--- config.mk ---
export PLATFORM = sky130hd
export DESIGN_NAME = sum_merge_fifo
export DESIGN_NICKNAME = d
export VERILOG_FILES = /design/src/rtl/sum_merge_fifo.sv
export SDC_FILE = /design/constraint.sdc
export NUM_CORES = 1
export LEC_CHECK = 0
export BUFFER_PORTS_ARGS = -buffer_cell sky130_fd_sc_hd__buf_2
export CAP_MARGIN = 10
export CELL_PAD_IN_SITES_DETAIL_PLACEMENT = 1
export CELL_PAD_IN_SITES_GLOBAL_PLACEMENT = 1
export CORE_AREA = 3 3 248 250
export CTS_CLUSTER_DIAMETER = 200
export DETAILED_ROUTE_END_ITERATION = 7
export DIE_AREA = 0 0 251 253
export PLACE_DENSITY_LB_ADDON = 0.1
export SYNTH_ARGS = -nofsm -noshare
export SYNTH_HDL_FRONTEND = slang
export SYNTH_SLANG_ARGS = --single-unit
--- constraint.sdc ---
create_clock -name clk -period 6.9 [get_ports clk]
set_clock_uncertainty 0.05 [all_clocks]
set_input_delay 1.035 -clock clk [delete_from_list [all_inputs] [get_ports clk]]
set_output_delay 1.035 -clock clk [all_outputs]
set_load 0.03 [all_outputs]
--- src/rtl/sum_merge_fifo.sv ---
// rtl/sum_merge_fifo.sv - inter-core partial-sum merge buffer
//
// Captures one batch of local and one batch of peer row-sum words in two
// side FIFOs. Once both batches are complete it raises ready_o, then presents
// local head + peer head on sum_o and pops both sides on every div_rd.
//
// Ports:
//   clk, reset           single clock, synchronous active-high reset
//   local_wr, local_in   local core sum word and write strobe
//   peer_wr, peer_in     peer core sum word and write strobe
//   div_rd               pop strobe from the controller divide phase
//   sum_o                merged sum (0 while filling)
//   ready_o              both batches complete, waiting for the first pop
//   local_full/peer_full side FIFO holds depth entries
//   err_o                sticky: write to a full side or div_rd while filling
//
// Compile option: SUM_MERGE_SAT_EN saturates sum_o to all ones on carry-out;
// without it the sum wraps modulo 2^(bw_psum+4).
module sum_merge_fifo #(
  parameter int bw_psum     = 20,
  parameter int depth       = 16,
  parameter int total_cycle = 16
) (
  input  logic                 clk,
  input  logic                 reset,
  input  logic                 local_wr,
  input  logic [bw_psum+3:0]   local_in,
  input  logic                 peer_wr,
  input  logic [bw_psum+3:0]   peer_in,
  input  logic                 div_rd,
  output logic [bw_psum+3:0]   sum_o,
  output logic                 ready_o,
  output logic                 local_full,
  output logic                 peer_full,
  output logic                 err_o
);

  localparam int W  = bw_psum + 4;
  localparam int AW = $clog2(depth);
  localparam int PW = AW + 1;
  localparam logic [PW-1:0] DEPTH_C  = PW'(depth);
  localparam logic [PW-1:0] TC_C     = PW'(total_cycle);
  localparam logic [4:0]    CNT_LAST = 5'(total_cycle - 1);

  typedef enum logic [1:0] {FILL, READY, DRAIN} state_t;

  state_t         state_q, state_d;
  logic [PW-1:0]  lwp_q, lwp_d, lrp_q, lrp_d;
  logic [PW-1:0]  pwp_q, pwp_d, prp_q, prp_d;
  logic [4:0]     cnt_q, cnt_d;
  logic           err_q, err_d;
  logic           ready_q, ready_d;

  logic [W-1:0]   local_mem_q [depth];
  logic [W-1:0]   peer_mem_q  [depth];

  logic [PW-1:0]  l_cnt, p_cnt, l_cnt_n, p_cnt_n;
  logic           l_push, p_push, pop;
  logic [W-1:0]   l_head, p_head;

  always_comb begin
    l_cnt      = lwp_q - lrp_q;
    p_cnt      = pwp_q - prp_q;
    local_full = (l_cnt == DEPTH_C);
    peer_full  = (p_cnt == DEPTH_C);

    l_push = local_wr && !local_full;
    p_push = peer_wr && !peer_full;
    // Both sides always pop together; FILL never pops.
    pop    = div_rd && (state_q != FILL);

    lwp_d = lwp_q + PW'(l_push);
    pwp_d = pwp_q + PW'(p_push);
    lrp_d = lrp_q + PW'(pop);
    prp_d = prp_q + PW'(pop);

    // Next-cycle occupancy lets ready_o rise right after the completing write.
    l_cnt_n = lwp_d - lrp_d;
    p_cnt_n = pwp_d - prp_d;

    err_d = err_q
          | (local_wr && local_full)
          | (peer_wr && peer_full)
          | (div_rd && (state_q == FILL));

    state_d = state_q;
    cnt_d   = cnt_q;
    unique case (state_q)
      FILL: begin
        if ((l_cnt_n >= TC_C) && (p_cnt_n >= TC_C)) state_d = READY;
      end
      READY, DRAIN: begin
        // cnt_q is 0 in READY, so the first pop shares the DRAIN path.
        if (pop) begin
          if (cnt_q == CNT_LAST) begin
            state_d = FILL;
            cnt_d   = '0;
          end else begin
            state_d = DRAIN;
            cnt_d   = cnt_q + 5'd1;
          end
        end
      end
      default: begin
        state_d = FILL;
        cnt_d   = '0;
      end
    endcase
    ready_d = (state_d == READY);

    l_head = local_mem_q[lrp_q[AW-1:0]];
    p_head = peer_mem_q[prp_q[AW-1:0]];
  end

`ifdef SUM_MERGE_SAT_EN
  logic [W:0] sum_wide;
  always_comb begin
    sum_wide = {1'b0, l_head} + {1'b0, p_head};
    if (state_q == FILL)  sum_o = '0;
    else if (sum_wide[W]) sum_o = '1;
    else                  sum_o = sum_wide[W-1:0];
  end
`else
  always_comb begin
    if (state_q == FILL) sum_o = '0;
    else                 sum_o = l_head + p_head;
  end
`endif

  assign ready_o = ready_q;
  assign err_o   = err_q;

  always_ff @(posedge clk) begin
    if (reset) begin
      state_q <= FILL;
      lwp_q   <= '0;
      lrp_q   <= '0;
      pwp_q   <= '0;
      prp_q   <= '0;
      cnt_q   <= '0;
      err_q   <= 1'b0;
      ready_q <= 1'b0;
    end else begin
      state_q <= state_d;
      lwp_q   <= lwp_d;
      lrp_q   <= lrp_d;
      pwp_q   <= pwp_d;
      prp_q   <= prp_d;
      cnt_q   <= cnt_d;
      err_q   <= err_d;
      ready_q <= ready_d;
    end
  end

  // Storage is not reset; the pointers alone define what is valid.
  always_ff @(posedge clk) begin
    if (l_push) local_mem_q[lwp_q[AW-1:0]] <= local_in;
    if (p_push) peer_mem_q[pwp_q[AW-1:0]]  <= peer_in;
  end

endmodule

==> impl_metrics.json, run 1 <==
{
  "status": "complete, no violations",
  "grt_util_met2_pct": 43.0,
  "start_util_pct": 54.3,
  "min_period_over_period_pct": 93.7,
  "swShare_pct": 22.0,
  "fp.dieH_um": 253,
  "core_area_um2": 59200,
  "synth.distinct_cells": 65,
  "pwr-share-seq_pct": 51.8,
  "cts_tree": "done",
  "clockPowerShare_pct": 41.4,
  "cap_violations": 0,
  "antenna_found_initial": 9,
  "ir_drop_mv": 0.216,
  "nFillCells": 4977,
  "cts.clk_slew.worst_paths_ps": 60,
  "drt_pre_antenna_iters": 5,
  "hold_class": "flop to flop",
  "met3_usage_pct": 4.76,
  "synth_ff_type": "edfxtp_1",
  "crit_slowest_cell": "dfxtp_2",
  "crit_fanout": 24,
  "synth_top_cell_area_share_pct": 71.7,
  "comb_power_share_pct": 6.8,
  "register_area_um2": 23700,
  "fp-row-count": 89,
  "grt_pass1_vias": 17458,
  "io_pins": 81,
  "vias": 16323,
  "final_cells": 2604,
  "seq_area_frac_synth_pct": 73.5,
  "hold_violations": 0,
  "switchingPower_w": 0.00229,
  "grt-busiest-layer": "met2",
  "min_period_ps": 6470,
  "fp.dieW_um": 251,
  "multiInputGateArea_um2": 8330,
  "fin_ws_ps": 434,
  "first_iter_violations": 1342,
  "cts_resized": 0,
  "gp_congestion": 0.770,
  "drc": 0,
  "hpwl_mm": 44.6,
  "synth_top_area_cell": "edfxtp_1",
  "cts-buffers-inserted": 82,
  "setup_viol": 0,
  "drv_slew": 0,
  "clk-insertion-delay-late_ps": 620,
  "met1_usage_pct": 32.4,
  "slowest_delay_ps": 690,
  "synth_enable_flop_cells": 768,
  "clk_root_buffer_cell": "clkbuf_16",
  "grt_setup_unrepaired": "no",
  "port_buffers": 80,
  "cts_hold_buf": 0,
  "cp_common_cell": "a21oi_1",
  "track_usage_pct": 24.9,
  "synth_seq_cells": 797,
  "finalPower_w": 0.0104,
  "grt_max_degree": 51,
  "clock_sinks": 797,
  "critical_path_class": "flop to primary output",
  "p_per_area_nw_per_um2": 287,
  "areaGrowthSynthToFinish_pct": 13.0,
  "worst_hold_slack_ps": 427,
  "slew_headroom_pct": 22.6,
  "cp_data_required_time_ps": 5810,
  "setup_tns_ps": 0,
  "drive_gt1_share_pct": 23.8,
  "syn_area_um2": 32100,
  "post-place-cells": 2447,
  "cp-end-kind": "primary output",
  "start_kind": "flop",
  "p_leak_nw": 11.5,
  "syn_inst": 1644,
  "syn_area_per_cell_um2": 19.6,
  "cts_setup_buffers": 0,
  "via_per_inst": 6.27,
  "syn_nets": 1746,
  "grt_pass1_wl_mm": 115,
  "synthArstFlopShare_pct": 0,
  "internal-power_w": 0.00812,
  "ys_top_cells_by_area": "edfxtp_1 (72%), mux4_2 (12%), mux2i_1 (3.0%)",
  "wl_per_cell_um": 29.8,
  "grt-ovfl-total": 0,
  "clock.fmax_mhz": 155,
  "critPathArrivalTime_ps": 5380,
  "max_slew.worst_pin.slew_ps": 1160,
  "path_cells": "and2_2 > buf_4 > a221oi_1 > o21ai_0 > nand2_1 > ha_1 > a21oi_1 > o21bai_1 > a21oi_1 > a21oi_1 > or3_1 > xnor2_1 > nor2_1 > buf_2",
  "nets": 1860,
  "routed_wl_mm": 77.5,
  "cts-htree-levels": 3,
  "ys.warnings.count": 0,
  "place_ws_ps": 1160,
  "drtAntennaViolNets": 0,
  "die_area_um2": 63500,
  "clockBufferDepth": 3
}
-- placed cells by master, fill, tap and decap left out, types with 6 or more instances in the layout --
cell,netlist,routed
edfxtp_1,768,768
mux4_2,168,168
mux2i_1,97,97
clkbuf_16,0,82
buf_2,24,80
a221oi_1,49,49
nand2_1,47,47
ha_1,48,47
nor2_1,64,43
a21oi_1,31,31
o21ai_0,29,29
clkbuf_1,39,27
dfxtp_1,29,25
buf_4,0,25
a22oi_1,23,23
nor2_4,0,21
xnor2_1,20,20
nor2b_1,22,18
xor2_1,18,18
clkinv_1,0,18
inv_1,17,17
nand3_1,16,16
a21o_1,13,13
clkinv_2,0,9
nand2b_1,8,8
nor3_2,0,7
bufinv_16,0,7
and3_1,6,6
nand4_1,6,6
-- per-layer routing --
layer | wire length [um] | up-vias
met3 | 4290 | 124
met4 | 1990 | 8
met2 | 40400 | 452
li1 | - | 7034
met1 | 30800 | 8705
met5 | 46 | -
-- power groups by stage --
stage	Sequential (W)	Clock (W)	Combinational, W
2_1_floorplan	0.00549	0	0.000451
3_3_place_gp	0.00549	0	0.000688
3_5_place_dp	0.00549	0	0.000708
4_1_cts	0.00539	0.00439	0.000715
5_1_grt	0.00539	0.00459	0.000768
6_report	0.00539	0.00431	0.000708
-- per-stage QoR --
step | instance area, um^2 | utilization [%]
2_1_floorplan | 32100 | -
3_3_place_gp | 33700 | 56.9
3_5_place_dp | 33700 | 56.9
4_1_cts | 36300 | 61.3
5_1_grt | 36300 | 61.3
6_report | 36300 | 61.3
-- worst max-delay path, delay by kind of cell (launching register included) --
| kind | cells | cell delay (ps) |
|---|---|---|
| flops | 1 | 690 |
| simple gates | 4 | 1650 |
| xor+xnor | 1 | 160 |
| buf+inv | 2 | 630 |
| compound gates | 6 | 1220 |
| fa+ha+maj | 1 | 380 |
-- state kept, by name, summed over array words and instances, names as in the netlist --
| signal | cells |
|---|---|
| local_mem_q | 384 |
| cnt_q | 5 |
| lwp_q | 5 |
| prp_q | 5 |
| lrp_q | 5 |
| err_o | 1 |
| ready_o | 1 |
| state_q | 2 |
| pwp_q | 5 |
| peer_mem_q | 384 |
-- worst paths after layout --
kind	start	end	slack, ps	cells past startpoint
worst max-delay path	lrp_q[1]$_SDFF_PP0_	sum_o[13]	430	14
worst min-delay path	cnt_q[4]$_SDFFE_PP0P_	cnt_q[4]$_SDFFE_PP0P_	430	1
worst max register to register	lrp_q[1]$_SDFF_PP0_	local_mem_q[0][11]$_DFFE_PP_	1980	11
worst min register to register	cnt_q[4]$_SDFFE_PP0P_	cnt_q[4]$_SDFFE_PP0P_	430	1
-- synth_stat cells (all sizes together), types with 4 or more instances --
master / instances
a21o: 14
a21oi: 33
a221oi: 49
a22oi: 23
and2: 4
and3: 6
buf: 40
clkbuf: 39
dfxtp: 29
edfxtp: 768
ha: 48
inv: 20
mux2i: 97
mux4: 168
nand2: 47
nand2b: 8
nand3: 16
nand4: 6
nor2: 64
nor2b: 23
nor3: 12
o21a: 5
o21ai: 35
xnor2: 20
xor2: 18
-- final cells by class --
class	count	area share, %
Clock inverter	44	1.28
Clock buffer	109	5.93
Tap cell	773	2.66
Antenna cell	4	0.0276
Sequential cell	797	65.1
Multi-Input combinational cell	748	22.9
Timing Repair Buffer	109	1.84
Inverter	20	0.207
-- kinds of logic (layout without fill, tap and decap cells) --
group	Yosys count	count (layout)	share of synthesized area, %
other cells	0	4	0
buf+inv	99	282	1.27
simple gates	206	206	3.13
compound gates	188	188	4.22
flops	797	797	73.5
mux	267	267	14.9
fa+ha+maj	49	49	1.93
xor+xnor	38	38	1.04
No activity file was read; power rests on OpenSTA's default activity.
==> run 2, diff against run 1 <==
--- a/config.mk
+++ b/config.mk
@@ -14,6 +14,7 @@
 export DETAILED_ROUTE_END_ITERATION = 7
 export DIE_AREA = 0 0 251 253
 export PLACE_DENSITY_LB_ADDON = 0.1
+export RECOVER_POWER = 25
 export SYNTH_ARGS = -nofsm -noshare
 export SYNTH_HDL_FRONTEND = slang
 export SYNTH_SLANG_ARGS = --single-unit
==> impl_metrics.json, run 2 (synthesis results as in run 1) <==
{
  "critPathArrivalTime_ps": 5380,
  "nets": 1860,
  "die_area_um2": 63500,
  "slowest_delay_ps": 680,
  "slew_headroom_pct": 23.3,
  "track_usage_pct": 24.9,
  "clk_root_buffer_cell": "clkbuf_16",
  "cp_data_required_time_ps": 5810,
  "crit_fanout": 24,
  "max_slew.worst_pin.slew_ps": 1150,
  "hold_violations": 0,
  "fp.dieH_um": 253,
  "cts_setup_buffers": 0,
  "cts.clk_slew.worst_paths_ps": 60,
  "min_period_over_period_pct": 93.7,
  "critical_path_class": "flop to primary output",
  "grt_setup_unrepaired": "no",
  "clockBufferDepth": 3,
  "grt_max_degree": 51,
  "start_kind": "flop",
  "hpwl_mm": 44.6,
  "vias": 16305,
  "p_per_area_nw_per_um2": 287,
  "wl_per_cell_um": 29.7,
  "drt_pre_antenna_iters": 5,
  "clock.fmax_mhz": 155,
  "cp_common_cell": "a21oi_1",
  "drv_slew": 0,
  "crit_slowest_cell": "dfxtp_2",
  "drc": 0,
  "core_area_um2": 59200,
  "antenna_found_initial": 9,
  "hold_class": "flop to flop",
  "path_cells": "and2_2 > buf_4 > a221oi_1 > o21ai_0 > nand2_1 > ha_1 > a21oi_1 > o21bai_1 > a21oi_1 > a21oi_1 > or3_1 > xnor2_1 > nor2_1 > buf_2",
  "fp.dieW_um": 251,
  "final_common_cell": "edfxtp_1",
  "routed_wl_mm": 77.4,
  "layout_common_cells": "edfxtp_1 (768), mux4_2 (168), mux2i_1 (97), clkbuf_16 (82), clkbuf_1 (59)",
  "cts-buffers-inserted": 82,
  "p_leak_nw": 11.4,
  "cap_violations": 0,
  "place_ws_ps": 1160,
  "cts_hold_buf": 0,
  "start_util_pct": 54.3,
  "clk-insertion-delay-late_ps": 620,
  "grt-ovfl-total": 0,
  "status": "complete, no violations",
  "port_buffers": 80,
  "setup_viol": 0,
  "grt_pass1_vias": 17458,
  "grt_pass1_wl_mm": 115,
  "clock_sinks": 797,
  "io_pins": 81,
  "cts-htree-levels": 3,
  "cts_resized": 0,
  "first_iter_violations": 1342,
  "cp-end-kind": "primary output",
  "areaGrowthSynthToFinish_pct": 12.9,
  "gp_congestion": 0.770,
  "min_period_ps": 6460,
  "via_per_inst": 6.26,
  "drtAntennaViolNets": 0,
  "setup_tns_ps": 0,
  "fin_ws_ps": 438,
  "fp-row-count": 89,
  "drive_gt1_share_pct": 22.0,
  "ir_drop_mv": 0.217,
  "cts_tree": "done"
}
run 2: critical path: cells and delay by family (launching register included):
| kind | cells | cell delay, ps |
|---|---|---|
| and+or+nand+nor | 4 | 1650 |
| adders and majority gates | 1 | 380 |
| xor gates and xnor gates | 1 | 160 |
| buffers and inverters | 2 | 640 |
| AOI/OAI and AO/OA | 6 | 1220 |
| DFF | 1 | 680 |
run 2: path summary, 6_finish.rpt:
path | from | end | slack (ps) | cells past startpoint
setup / recovery | lrp_q[1]$_SDFF_PP0_ | sum_o[13] | 440 | 14
hold / removal | cnt_q[4]$_SDFFE_PP0P_ | cnt_q[4]$_SDFFE_PP0P_ | 430 | 1
setup reg to reg | lrp_q[1]$_SDFF_PP0_ | local_mem_q[0][11]$_DFFE_PP_ | 1990 | 11
hold reg to reg | cnt_q[4]$_SDFFE_PP0P_ | cnt_q[4]$_SDFFE_PP0P_ | 430 | 1
run 2: area by class of cell:
cell class | instances | area (um^2)
tap | 773 | 967
timing repair buffer | 109 | 628
antenna | 4 | 10.0
fill | 4992 | 23000
clock buffer | 109 | 2150
multi-input combinational | 748 | 8330
sequential | 797 | 23700
inverter | 20 | 75.1
clock inverter | 44 | 465
run 2: per-layer routing:
layer / track usage, % / share of wire [%] / wire, um
met3: 4.76 / 5.3 / 4100
met4: 7.64 / 2.5 / 1970
met2: 43.0 / 52 / 40400
met1: 32.4 / 40 / 30900
met5: 0 / 0.057 / 44
run 2: per-stage QoR:
stage               area [um^2]  utilization (%)  power [W]  hold WS [ps]  std cells
finish                    36300             61.2     0.0104           428       2604
global route              36300             61.2     0.0107           449       2602
CTS                       36300             61.3     0.0105           434       2600
detailed placement        33700             56.9    0.00620           426       2447
global placement          33700             56.9    0.00618           415       2447
floorplan                 32100                -    0.00594           402       1644
run 2: power by group:
part | internal (W) | switching, W | total, W
clock | 0.00248 | 0.00183 | 0.00431
sequential | 0.00537 | 0.0000261 | 0.00539
combinational | 0.000268 | 0.000438 | 0.000706
total | 0.00812 | 0.00229 | 0.0104
==> run 3, diff against run 2 <==
--- a/config.mk
+++ b/config.mk
@@ -15,6 +15,7 @@
 export DIE_AREA = 0 0 251 253
 export PLACE_DENSITY_LB_ADDON = 0.1
 export RECOVER_POWER = 25
+export REMOVE_ABC_BUFFERS = 1
 export SYNTH_ARGS = -nofsm -noshare
 export SYNTH_HDL_FRONTEND = slang
 export SYNTH_SLANG_ARGS = --single-unit
==> impl_metrics.json, run 3 (synthesis results as in run 1) <==
{
  "setup_viol": 0,
  "die_area_um2": 63500,
  "route.met2.wl_mm": 41.0,
  "drtAntennaViolNets": 0,
  "clockBufferDepth": 3,
  "fp.dieH_um": 253,
  "drv_slew": 0,
  "comb_power_share_pct": 6.7,
  "place_area_um2": 33700,
  "internal-power_w": 0.00809,
  "first_iter_violations": 1429,
  "p_per_area_nw_per_um2": 284,
  "slew_headroom_pct": 19.2,
  "grt_pass1_wl_mm": 114,
  "drive_gt1_share_pct": 22.1,
  "cts_setup_buffers": 0,
  "ir_drop_mv": 0.271,
  "cp-end-kind": "primary output",
  "p_leak_nw": 11.4,
  "cts_hold_buf": 0,
  "antenna_found_initial": 5,
  "grt-ovfl-total": 0,
  "core_area_um2": 59200,
  "critPathArrivalTime_ps": 5180,
  "port_buffers": 80,
  "cts.clk_slew.worst_paths_ps": 60,
  "clock_sinks": 797,
  "vias": 16146,
  "hold_class": "flop to flop",
  "cts_tree": "done",
  "drc": 0,
  "track_usage_pct": 24.7,
  "min_period_over_period_pct": 90.8,
  "layout_common_cells": "edfxtp_1 (768), mux4_2 (168), mux2i_1 (97), clkbuf_16 (81), clkbuf_1 (58)",
  "max_slew.worst_pin.slew_ps": 1210,
  "cts-htree-levels": 3,
  "routed_wl_mm": 76.4,
  "gp_congestion": 0.847,
  "final_area_um2": 36200,
  "via_per_inst": 6.21,
  "fp.dieW_um": 251,
  "cts_resized": 0,
  "drt_pre_antenna_iters": 7,
  "pwr-share-seq_pct": 52.4,
  "switchingPower_w": 0.00220,
  "wl_met3_mm": 3.83,
  "status": "complete, no violations",
  "min_period_ps": 6270,
  "clk-insertion-delay-late_ps": 610,
  "cp_data_required_time_ps": 5810,
  "start_kind": "flop",
  "clk_root_buffer_cell": "clkbuf_16",
  "io_pins": 81,
  "fp-row-count": 89,
  "swShare_pct": 21.4,
  "grt_pass1_vias": 17518,
  "crit_fanout": 24,
  "critical_path_class": "flop to primary output",
  "clock.fmax_mhz": 160,
  "areaGrowthSynthToFinish_pct": 12.7,
  "final_cells": 2602,
  "grt_setup_unrepaired": "no",
  "post-place-cells": 2456,
  "wl_met1_mm": 29.5,
  "cts-buffers-inserted": 80,
  "nets": 1867,
  "cap_violations": 0,
  "wl_per_cell_um": 29.3,
  "topRoutingLayerUsed": "met4",
  "grt_max_degree": 55,
  "hpwl_mm": 44.7,
  "hold_violations": 0,
  "clockPowerShare_pct": 40.9,
  "start_util_pct": 54.3,
  "final_common_cell": "edfxtp_1",
  "nFillCells": 5018
}
[run 3: power by group through the flow]
stage               Clock [W]  Sequential [W]  Combinational, W
finish                0.00421         0.00540          0.000688
global route          0.00449         0.00540          0.000749
CTS                   0.00429         0.00539          0.000695
detailed placement          0         0.00550          0.000691
global placement            0         0.00549          0.000671
floorplan                   0         0.00552          0.000438
[run 3: path summary, 6_finish.rpt]
kind | start | to | slack, ps | cells past startpoint
max | prp_q[0]$_SDFF_PP0_ | sum_o[21] | 630 | 12
min | cnt_q[4]$_SDFFE_PP0P_ | cnt_q[4]$_SDFFE_PP0P_ | 440 | 1
max reg2reg | prp_q[0]$_SDFF_PP0_ | ready_o$_SDFF_PP0_ | 2260 | 18
min reg2reg | cnt_q[4]$_SDFFE_PP0P_ | cnt_q[4]$_SDFFE_PP0P_ | 440 | 1
[run 3: final cells by class]
type                            instances  area [um^2]  area share [%]
Timing Repair Buffer                  118          678            1.87
Inverter                               20         75.1           0.207
Tap cell                              773          967            2.67
Clock inverter                         40          400            1.11
Clock buffer                          103         2110            5.82
Sequential cell                       797        23700            65.3
Multi-Input combinational cell        748         8330            23.0
Antenna cell                            3         7.51          0.0207
[run 3: worst max-delay path: stages (launching register included)]
cell and delay (ps):
dfxtp_4 600, buf_4 510, buf_4 460, mux4_2 550, mux4_2 490, ha_1 420, a211o_1 300, a31o_1 190
a21oi_1 260, mux2i_1 220, o21ai_1 80, a221o_1 270, buf_2 190
[run 3: per-stage QoR]
step                TNS (ps)  hold WS [ps]  worst slack, ps  utilization [%]  total power, W
floorplan            -841550           400            -2560                -         0.00596
global placement           0           420             1230             57.0         0.00616
detailed placement         0           421             1200             57.0         0.00619
CTS                        0           435              531             61.2          0.0104
global route               0           460              284             61.1          0.0106
finish                     0           435              634             61.1          0.0103
[run 3: layer usage]
metal,up-vias,GRT usage (%)
li1,7034,-
met1,8552,30.3
met2,431,45.1
met3,129,4.47
met4,0,6.85
met5,-,0
